===== src/rtl/linebuffer_2x2_stream.sv =====
// Streaming 2x2 window generator over a square raster frame held in a single line buffer.
// Define LINEBUFFER_2X2_STRIDE1_EN for run-time stride-1/stride-2 selection; otherwise the block is stride-2 only.
module linebuffer_2x2_stream #(
  parameter int DATA_W = 8,
  parameter int CH     = 1,
  parameter int W1     = 416,
  parameter int W2     = 208,
  parameter int W3     = 104,
  parameter int W4     = 52,
  parameter int W5     = 26,
  parameter int W6     = 13
) (
  input  logic                     clk,
  input  logic                     rst,
  input  logic [2:0]               sel,
  input  logic                     stride2,
  input  logic                     in_valid,
  output logic                     in_ready,
  input  logic [DATA_W*CH-1:0]     in_data,
  output logic                     out_valid,
  input  logic                     out_ready,
  output logic [4*DATA_W*CH-1:0]   out_win,
  output logic                     frame_done
);

  localparam int PIX_W = DATA_W * CH;
  localparam int M_A   = (W1 > W2) ? W1 : W2;
  localparam int M_B   = (W3 > W4) ? W3 : W4;
  localparam int M_C   = (W5 > W6) ? W5 : W6;
  localparam int M_AB  = (M_A > M_B) ? M_A : M_B;
  localparam int MAXW  = (M_AB > M_C) ? M_AB : M_C;
  localparam int CW    = $clog2(MAXW + 1);
  localparam int AW    = (MAXW > 1) ? $clog2(MAXW) : 1;

  function automatic logic [CW-1:0] w_decode(input logic [2:0] s);
    case (s)
      3'd0:    w_decode = CW'(W1);
      3'd1:    w_decode = CW'(W2);
      3'd2:    w_decode = CW'(W3);
      3'd3:    w_decode = CW'(W4);
      3'd4:    w_decode = CW'(W5);
      default: w_decode = CW'(W6);
    endcase
  endfunction

  logic [PIX_W-1:0]   line_mem [MAXW];
  logic [CW-1:0]      col_q, col_d, row_q, row_d, w_q, w_d;
  logic [PIX_W-1:0]   top_prev_q, top_prev_d, cur_prev_q, cur_prev_d;
  logic               out_valid_q, out_valid_d, frame_done_q, frame_done_d;
  logic [4*PIX_W-1:0] out_win_q, out_win_d;
  logic               accept_s, first_s, col_last_s, row_last_s, emit_s;
  logic [CW-1:0]      w_cur_s;
  logic [PIX_W-1:0]   top_s;

  assign in_ready   = out_ready || !out_valid_q;
  assign accept_s   = in_valid && in_ready;
  assign first_s    = (row_q == '0) && (col_q == '0);
  // Frame geometry comes from sel only on the first pixel; afterwards the latched width rules.
  assign w_cur_s    = first_s ? w_decode(sel) : w_q;
  assign col_last_s = (col_q == (w_cur_s - 1'b1));
  assign row_last_s = (row_q == (w_cur_s - 1'b1));
  assign top_s      = line_mem[col_q[AW-1:0]];

`ifdef LINEBUFFER_2X2_STRIDE1_EN
  logic s2_q, s2_d;
  assign emit_s = accept_s && (row_q != '0) && (col_q != '0) &&
                  (!s2_q || (row_q[0] && col_q[0]));
`else
  logic unused_stride2;
  assign unused_stride2 = stride2;
  assign emit_s = accept_s && row_q[0] && col_q[0];
`endif

  // Next-state for counters, window history and the output register.
  always_comb begin
    col_d        = col_q;
    row_d        = row_q;
    w_d          = w_q;
    top_prev_d   = top_prev_q;
    cur_prev_d   = cur_prev_q;
    out_valid_d  = out_valid_q;
    out_win_d    = out_win_q;
    frame_done_d = 1'b0;
`ifdef LINEBUFFER_2X2_STRIDE1_EN
    s2_d         = s2_q;
    if (accept_s && first_s) begin
      s2_d = stride2;
    end else begin
      s2_d = s2_q;
    end
`endif
    if (accept_s) begin
      w_d          = w_cur_s;
      top_prev_d   = top_s;
      cur_prev_d   = in_data;
      frame_done_d = col_last_s && row_last_s;
      if (col_last_s) begin
        col_d = '0;
        row_d = row_last_s ? '0 : (row_q + 1'b1);
      end else begin
        col_d = col_q + 1'b1;
      end
    end else begin
      frame_done_d = 1'b0;
    end
    if (emit_s) begin
      out_valid_d = 1'b1;
      out_win_d   = {in_data, cur_prev_q, top_s, top_prev_q};
    end else if (out_ready) begin
      out_valid_d = 1'b0;
    end else begin
      out_valid_d = out_valid_q;
    end
  end

  // State registers with synchronous reset.
  always_ff @(posedge clk) begin
    if (rst) begin
      col_q        <= '0;
      row_q        <= '0;
      w_q          <= CW'(W6);
      top_prev_q   <= '0;
      cur_prev_q   <= '0;
      out_valid_q  <= 1'b0;
      out_win_q    <= '0;
      frame_done_q <= 1'b0;
`ifdef LINEBUFFER_2X2_STRIDE1_EN
      s2_q         <= 1'b1;
`endif
    end else begin
      col_q        <= col_d;
      row_q        <= row_d;
      w_q          <= w_d;
      top_prev_q   <= top_prev_d;
      cur_prev_q   <= cur_prev_d;
      out_valid_q  <= out_valid_d;
      out_win_q    <= out_win_d;
      frame_done_q <= frame_done_d;
`ifdef LINEBUFFER_2X2_STRIDE1_EN
      s2_q         <= s2_d;
`endif
    end
  end

  // Line buffer: slot col holds pixel (r-1,col) until overwritten by (r,col).
  always_ff @(posedge clk) begin
    if (accept_s) begin
      line_mem[col_q[AW-1:0]] <= in_data;
    end
  end

  assign out_valid  = out_valid_q;
  assign out_win    = out_win_q;
  assign frame_done = frame_done_q;

endmodule


===== config.mk =====
export PLATFORM = sky130hd
export DESIGN_NAME = linebuffer_2x2_stream
export DESIGN_NICKNAME = d
export VERILOG_FILES = /design/src/rtl/linebuffer_2x2_stream.sv
export SDC_FILE = /design/constraint.sdc
export NUM_CORES = 2
export LEC_CHECK = 0
export BUFFER_PORTS_ARGS = -buffer_cell sky130_fd_sc_hd__buf_2
export CAP_MARGIN = 20
export CORE_MARGIN = 3
export CORE_UTILIZATION = 56
export DETAILED_ROUTE_END_ITERATION = 7
export GPL_TIMING_DRIVEN = 0
export PLACE_DENSITY = 0.74
export SYNTH_ARGS = -nofsm -noshare
export SYNTH_HDL_FRONTEND = slang
export SYNTH_SLANG_ARGS = --single-unit

===== constraint.sdc =====
create_clock -name clk -period 4.8 [get_ports clk]
set_input_delay 0.72 -clock clk [delete_from_list [all_inputs] [get_ports clk]]
set_output_delay 0.72 -clock clk [all_outputs]
set_load 0.02 [all_outputs]

### Word level (Yosys, flattened, before mapping)

Memories as Yosys holds them, arrays and structs flattened. A register that Yosys moved wholly into a read port is not among the register bits.
Index checks and enable logic that the tools add are counted.

| cells by class | value |
|---|---|
| equal/unequal tests | 6 |
| reductions and logical operators | 13 |
| mux-type cells | 10 |
| add/subtract/negate cells | 3 |
| bitwise operators | 1 |

Operator list:

| operator | number |
|---|---|
| $mux 9 | 5 |
| $pmux 9 s5 | 1 |
| $add 9x1->9 const B | 2 |
| $eq 9x9->1 | 2 |
| $logic_not 9->1 | 2 |
| $sub 9x1->9 const B | 1 |
| $eq 3x2->1 const B | 2 |
| $logic_and 1x1->1 | 5 |
| $mux 1 | 4 |
| $eq 3x1->1 const B | 1 |
| $eq 3x3->1 const B | 1 |
| $logic_not 3->1 | 1 |
| $reduce_and 2->1 | 1 |
| $reduce_bool 2->1 | 1 |
| $reduce_or 2->1 | 1 |
| $logic_not 1->1 | 1 |
| $logic_or 1x1->1 | 1 |
| $not 1->1 | 1 |

| storage, ports and cells | value |
|---|---|
| register bits after elaboration | 77 |
| bits of input ports | 16 |
| memories kept | 1 |
| memory bits (writable) | 3328 |

Memories:

| memory | depth | bits a word | read ports | clocked after memory_dff | write ports | RTL line | text |
|---|---|---|---|---|---|---|---|
| line_mem | 416 | 8 | 1 | 1 | 1 | 46 | `logic [PIX_W-1:0] line_mem [MAXW];` |

### Logic depth before layout (Yosys ltp)

| depth | value |
|---|---|
| depth after elaboration | 8 |
| gate-level depth with buffers | 23 |

### Worst setup path after synthesis

OpenSTA, ideal clock, no wires.

| timing | value |
|---|---|
| path type | reg2reg |
| start | register col_q[0] |
| end | register row_q[7] |
| slack | -0.079 ns |
| period minus slack after synthesis | 4.879 ns |
| library setup time | 0.067 ns |
| arrival | 4.812 ns |
| path buffers | 5 |
| stages on the path, launching flop included | 22 |
| cells stage by stage | dfxtp_1 > clkbuf_1 > inv_1 > ha_1 > clkbuf_1 > nand4bb_1 > nor3_4 > and2_2 > buf_6 > mux2i_1 > ha_1 > clkbuf_1 > nand2b_1 > or4_1 > xnor2_1 > mux2_2 > a221oi_2 > nand4_2 > or2_1 > buf_6 > or4_4 > a21oi_2 |

| on the way | value |
|---|---|
| word-level cells in the longest chain between the ends | 6 |

RTL lines:

| element | RTL line | text |
|---|---|---|
| start, declared | 47 | `logic [CW-1:0] col_q, col_d, row_q, row_d, w_q, w_d;` |
| start signal, assigned | 131 | `col_q <= col_d;` |
| $logic_not 9->1 | 57 | `assign first_s = (row_q == '0) && (col_q == '0);` |
| $logic_and 1x1->1 | 57 |  |
| $mux 9 | 59 | `assign w_cur_s = first_s ? w_decode(sel) : w_q;` |
| $sub 9x1->9 | 60, 61 |  |
| $eq 9x9->1, on equally long branches | 61, 60 |  |
| $mux 9 / $reduce_and 2->1 (equally long branches) | n/a |  |
| end signal, assigned | 132 | `row_q <= row_d;` |
| end, declared | 47 |  |

Several ways; a longest one is shown, not always the timed one.
A chain may end at the register's enable or synchronous reset.

==> flow_summary.json <==
{
  "synth_area_leader_cell": "edfxtp_1",
  "post-route-worst-setup-slack_ns": -0.0745,
  "io_pins": 51,
  "die_w_um": 492,
  "first_iter_violations": 12700,
  "drt-total-wl_um": 420000,
  "drive_above_1_share_pct": 27.3,
  "io_buffer_count": 46,
  "synth_cells": 6075,
  "cts_max_level": 5,
  "antenna_found_initial": 29,
  "postSynthAreaPerCell_um2": 21.7,
  "ys_warn_count": 0,
  "arrival_ns": 5.77,
  "route.detailed.drc": 0,
  "cp_slowest_stage_delay_ns": 0.58,
  "synth_edf_count": 3328,
  "root_buffer": "clkbuf_16",
  "min_from": "out_ready",
  "fin_crit_sh_pct": 102,
  "ys_seq_area_share_pct": 77.0,
  "hold_path_class": "in2reg",
  "finalNetCount": 6591,
  "tns_ns": -0.522,
  "synth_nets": 6098,
  "drtPass1Iterations": 7,
  "mostFrequentLayoutCell": "edfxtp_1",
  "status": "finished, violations left",
  "violations": "negative setup slack",
  "grt_start_max_net_pins": 161,
  "rows": 177,
  "synth-main-ff-cell": "edfxtp_1",
  "fin_area_mm2": 0.150,
  "synth.top_cell.area_share_pct": 75.7,
  "cts_tree": "done",
  "fp.dieH_um": 492,
  "placed_cell_area_mm2": 0.138,
  "powerDensity_mw_per_mm2": 423,
  "pre_cts_ws_ns": -1.68,
  "cts.clk_slew.worst_paths_ns": 0.06,
  "fin_hold_ws_ns": 0.0864,
  "grt_overflow": 0,
  "critPathLaunchType": "flip-flop",
  "initial_core_util_pct": 56.5,
  "grt_pass1_vias": 68600,
  "final_cell_mix": "edfxtp_1, mux4_2, nor2_1, clkbuf_16, nand2_1",
  "whs_path_depth": 3,
  "cp_slowest_cell": "nor4_1",
  "finalHoldViolCount": 0,
  "routed_via_density": 7.12,
  "route.detailed.wl_per_inst_um": 42.1,
  "ys_ff_latch": 3414,
  "grt_pass1_wl_um": 570000,
  "ys_types": 69,
  "reg2reg_depth": 12,
  "worstSetupPathType": "reg2reg",
  "slew_violations": 0,
  "relSlewSlack_pct": 13.0,
  "die_area_mm2": 0.242,
  "grt_usage_pct": 34.8,
  "path_cells": "buf_2 > buf_2 > buf_4 > buf_4 > mux4_2 > nor3_1 > o21a_1 > nor4_1 > a211oi_1 > o31ai_2 > nand3_1 > o21ai_0",
  "insertion_delay_ns": 0.98,
  "yosys-top-cells-area": "edfxtp_1, mux4_2, nor2_1, dfxtp_1, clkbuf_1",
  "setup_viol": 13,
  "gp_congestion": 1.01,
  "crit_required_ns": 5.70,
  "worstMarginPinSlew_ns": 1.31,
  "cts_made_buffers": 348,
  "ctsHoldBuffers": 0,
  "vias": 71100,
  "drv_cap": 0,
  "worstPathMaxFanout": 10,
  "clock.fmax_ghz": 0.205,
  "cts.path.max_buffers": 4,
  "vdd.ir_drop.worst_uv": 421,
  "rsz0062_at_grt": "no",
  "cts.sinks": 3414,
  "postRouteAntennaNets": 0,
  "r2r-end": "top_prev_q[7]$_SDFFE_PP0P_",
  "hpwl_um": 280000,
  "area_growth_pct": 13.6,
  "post-route-min-period_ns": 4.87,
  "whs_endpoint": "out_valid$_SDFFE_PP0P_",
  "leakagePower_uw": 0.0458,
  "synth_area_mm2": 0.132,
  "reg2reg_setup_slack_ns": -0.07,
  "core_area_mm2": 0.234,
  "final.setup_skew_ns": 0.0502,
  "synthArstFlopShare_pct": 0,
  "setup.worst_path.end_class": "flip-flop"
}
==> cell type report <==
| type | count | area (um^2) |
|---|---|---|
| plain buffers | 354 | 1990 |
| flip-flops and latches | 3414 | 102000 |
| multi-input cells | 2278 | 29100 |
| fillers | 14800 | 83700 |
| clock buffers | 434 | 9220 |
| diodes | 42 | 105 |
| clock inverters | 158 | 1430 |
| inverters | 15 | 61.3 |
| repair buffers | 157 | 2520 |
| well taps | 3132 | 3920 |
==> logic make-up after synthesis <==
kind of cell	Yosys count	synth area share, %
and+or+nand+nor	860	2.76
xor gates and xnor gates	27	0.179
buffers and inverters	383	1.19
muxes	1043	17.1
adders and majority gates	7	0.0663
DFF	3414	77.0
AOI/OAI and AO/OA	341	1.75
==> worst max-delay path, delay by kind of cell (launching register included) <==
| kind | cells | cell delay, ns |
|---|---|---|
| compound gates | 4 | 1.25 |
| buf+inv | 4 | 1.76 |
| flops | 1 | 0.31 |
| mux | 1 | 0.46 |
| simple gates | 3 | 0.99 |
==> layer usage <==
metal / track usage [%] / vias up / wire length, um
li1: - / 26500 / -
met5: 0 / - / 341
met2: 49.4 / 6506 / 183000
met4: 24.0 / 16 / 35700
met1: 44.3 / 36800 / 135000
met3: 14.0 / 1278 / 65900
==> metrics by stage <==
| stage | total power, uW | util [%] | std cells |
|---|---|---|---|
| 2_1_floorplan | 35600 | - | 6075 |
| 3_3_place_gp | 37800 | 58.3 | 9253 |
| 3_5_place_dp | 37800 | 59.2 | 9349 |
| 4_1_cts | 63300 | 64.0 | 9936 |
| 5_1_grt | 64600 | 64.1 | 9947 |
| 6_report | 63500 | 64.2 | 9984 |
==> worst max-delay path by stage <==
stage               slack (ns)                         end  cells after the start             startpoint
floorplan                 0.04       row_q[7]$_SDFFE_PP0P_                     21  col_q[0]$_SDFFE_PP0P_
global placement         -2.74  top_prev_q[7]$_SDFFE_PP0P_                     12              flip-flop
detailed placement       -1.68    out_win[15]$_SDFFE_PP0P_                     13              flip-flop
CTS                      0.007       row_q[7]$_SDFFE_PP0P_                     21  col_q[0]$_SDFFE_PP0P_
global route             0.001  top_prev_q[1]$_SDFFE_PP0P_                     12              flip-flop
finish                   -0.07  top_prev_q[7]$_SDFFE_PP0P_                     12              flip-flop
==> state kept, by name, summed over array words and instances (netlist names), named ones only <==
| name | flops |
|---|---|
| col_q | 9 |
| cur_prev_q | 8 |
| frame_done | 1 |
| line_mem | 3328 |
| out_valid | 1 |
| out_win | 32 |
| row_q | 9 |
| top_prev_q | 8 |
| w_q | 9 |
==> repair_timing <==
action,CTS,global route
pin swaps,5,6
buffers inserted,6,2
resized for setup,181,50
setup endpoints to repair,44,41
endpoints found under the hold margin,0,0
==> where the power goes <==
group	switching [uW]	internal [uW]	total (uW)	leakage, uW
registers	23.7	32700	32700	0.0306
clock network	11200	14800	26000	0.00517
logic	2990	1760	4750	0.00998
==> synth_stat cells (26+ instances only) <==
cell / count
edfxtp_1: 3328
mux4_2: 966
nor2_1: 489
clkbuf_1: 196
nand2_1: 191
dfxtp_1: 86
a21oi_1: 84
buf_1: 84
buf_2: 84
a22oi_1: 76
mux2i_1: 64
nand3_1: 58
o21ai_0: 49
nor3_1: 26
Note: power is estimated with default switching activity, not from simulation.
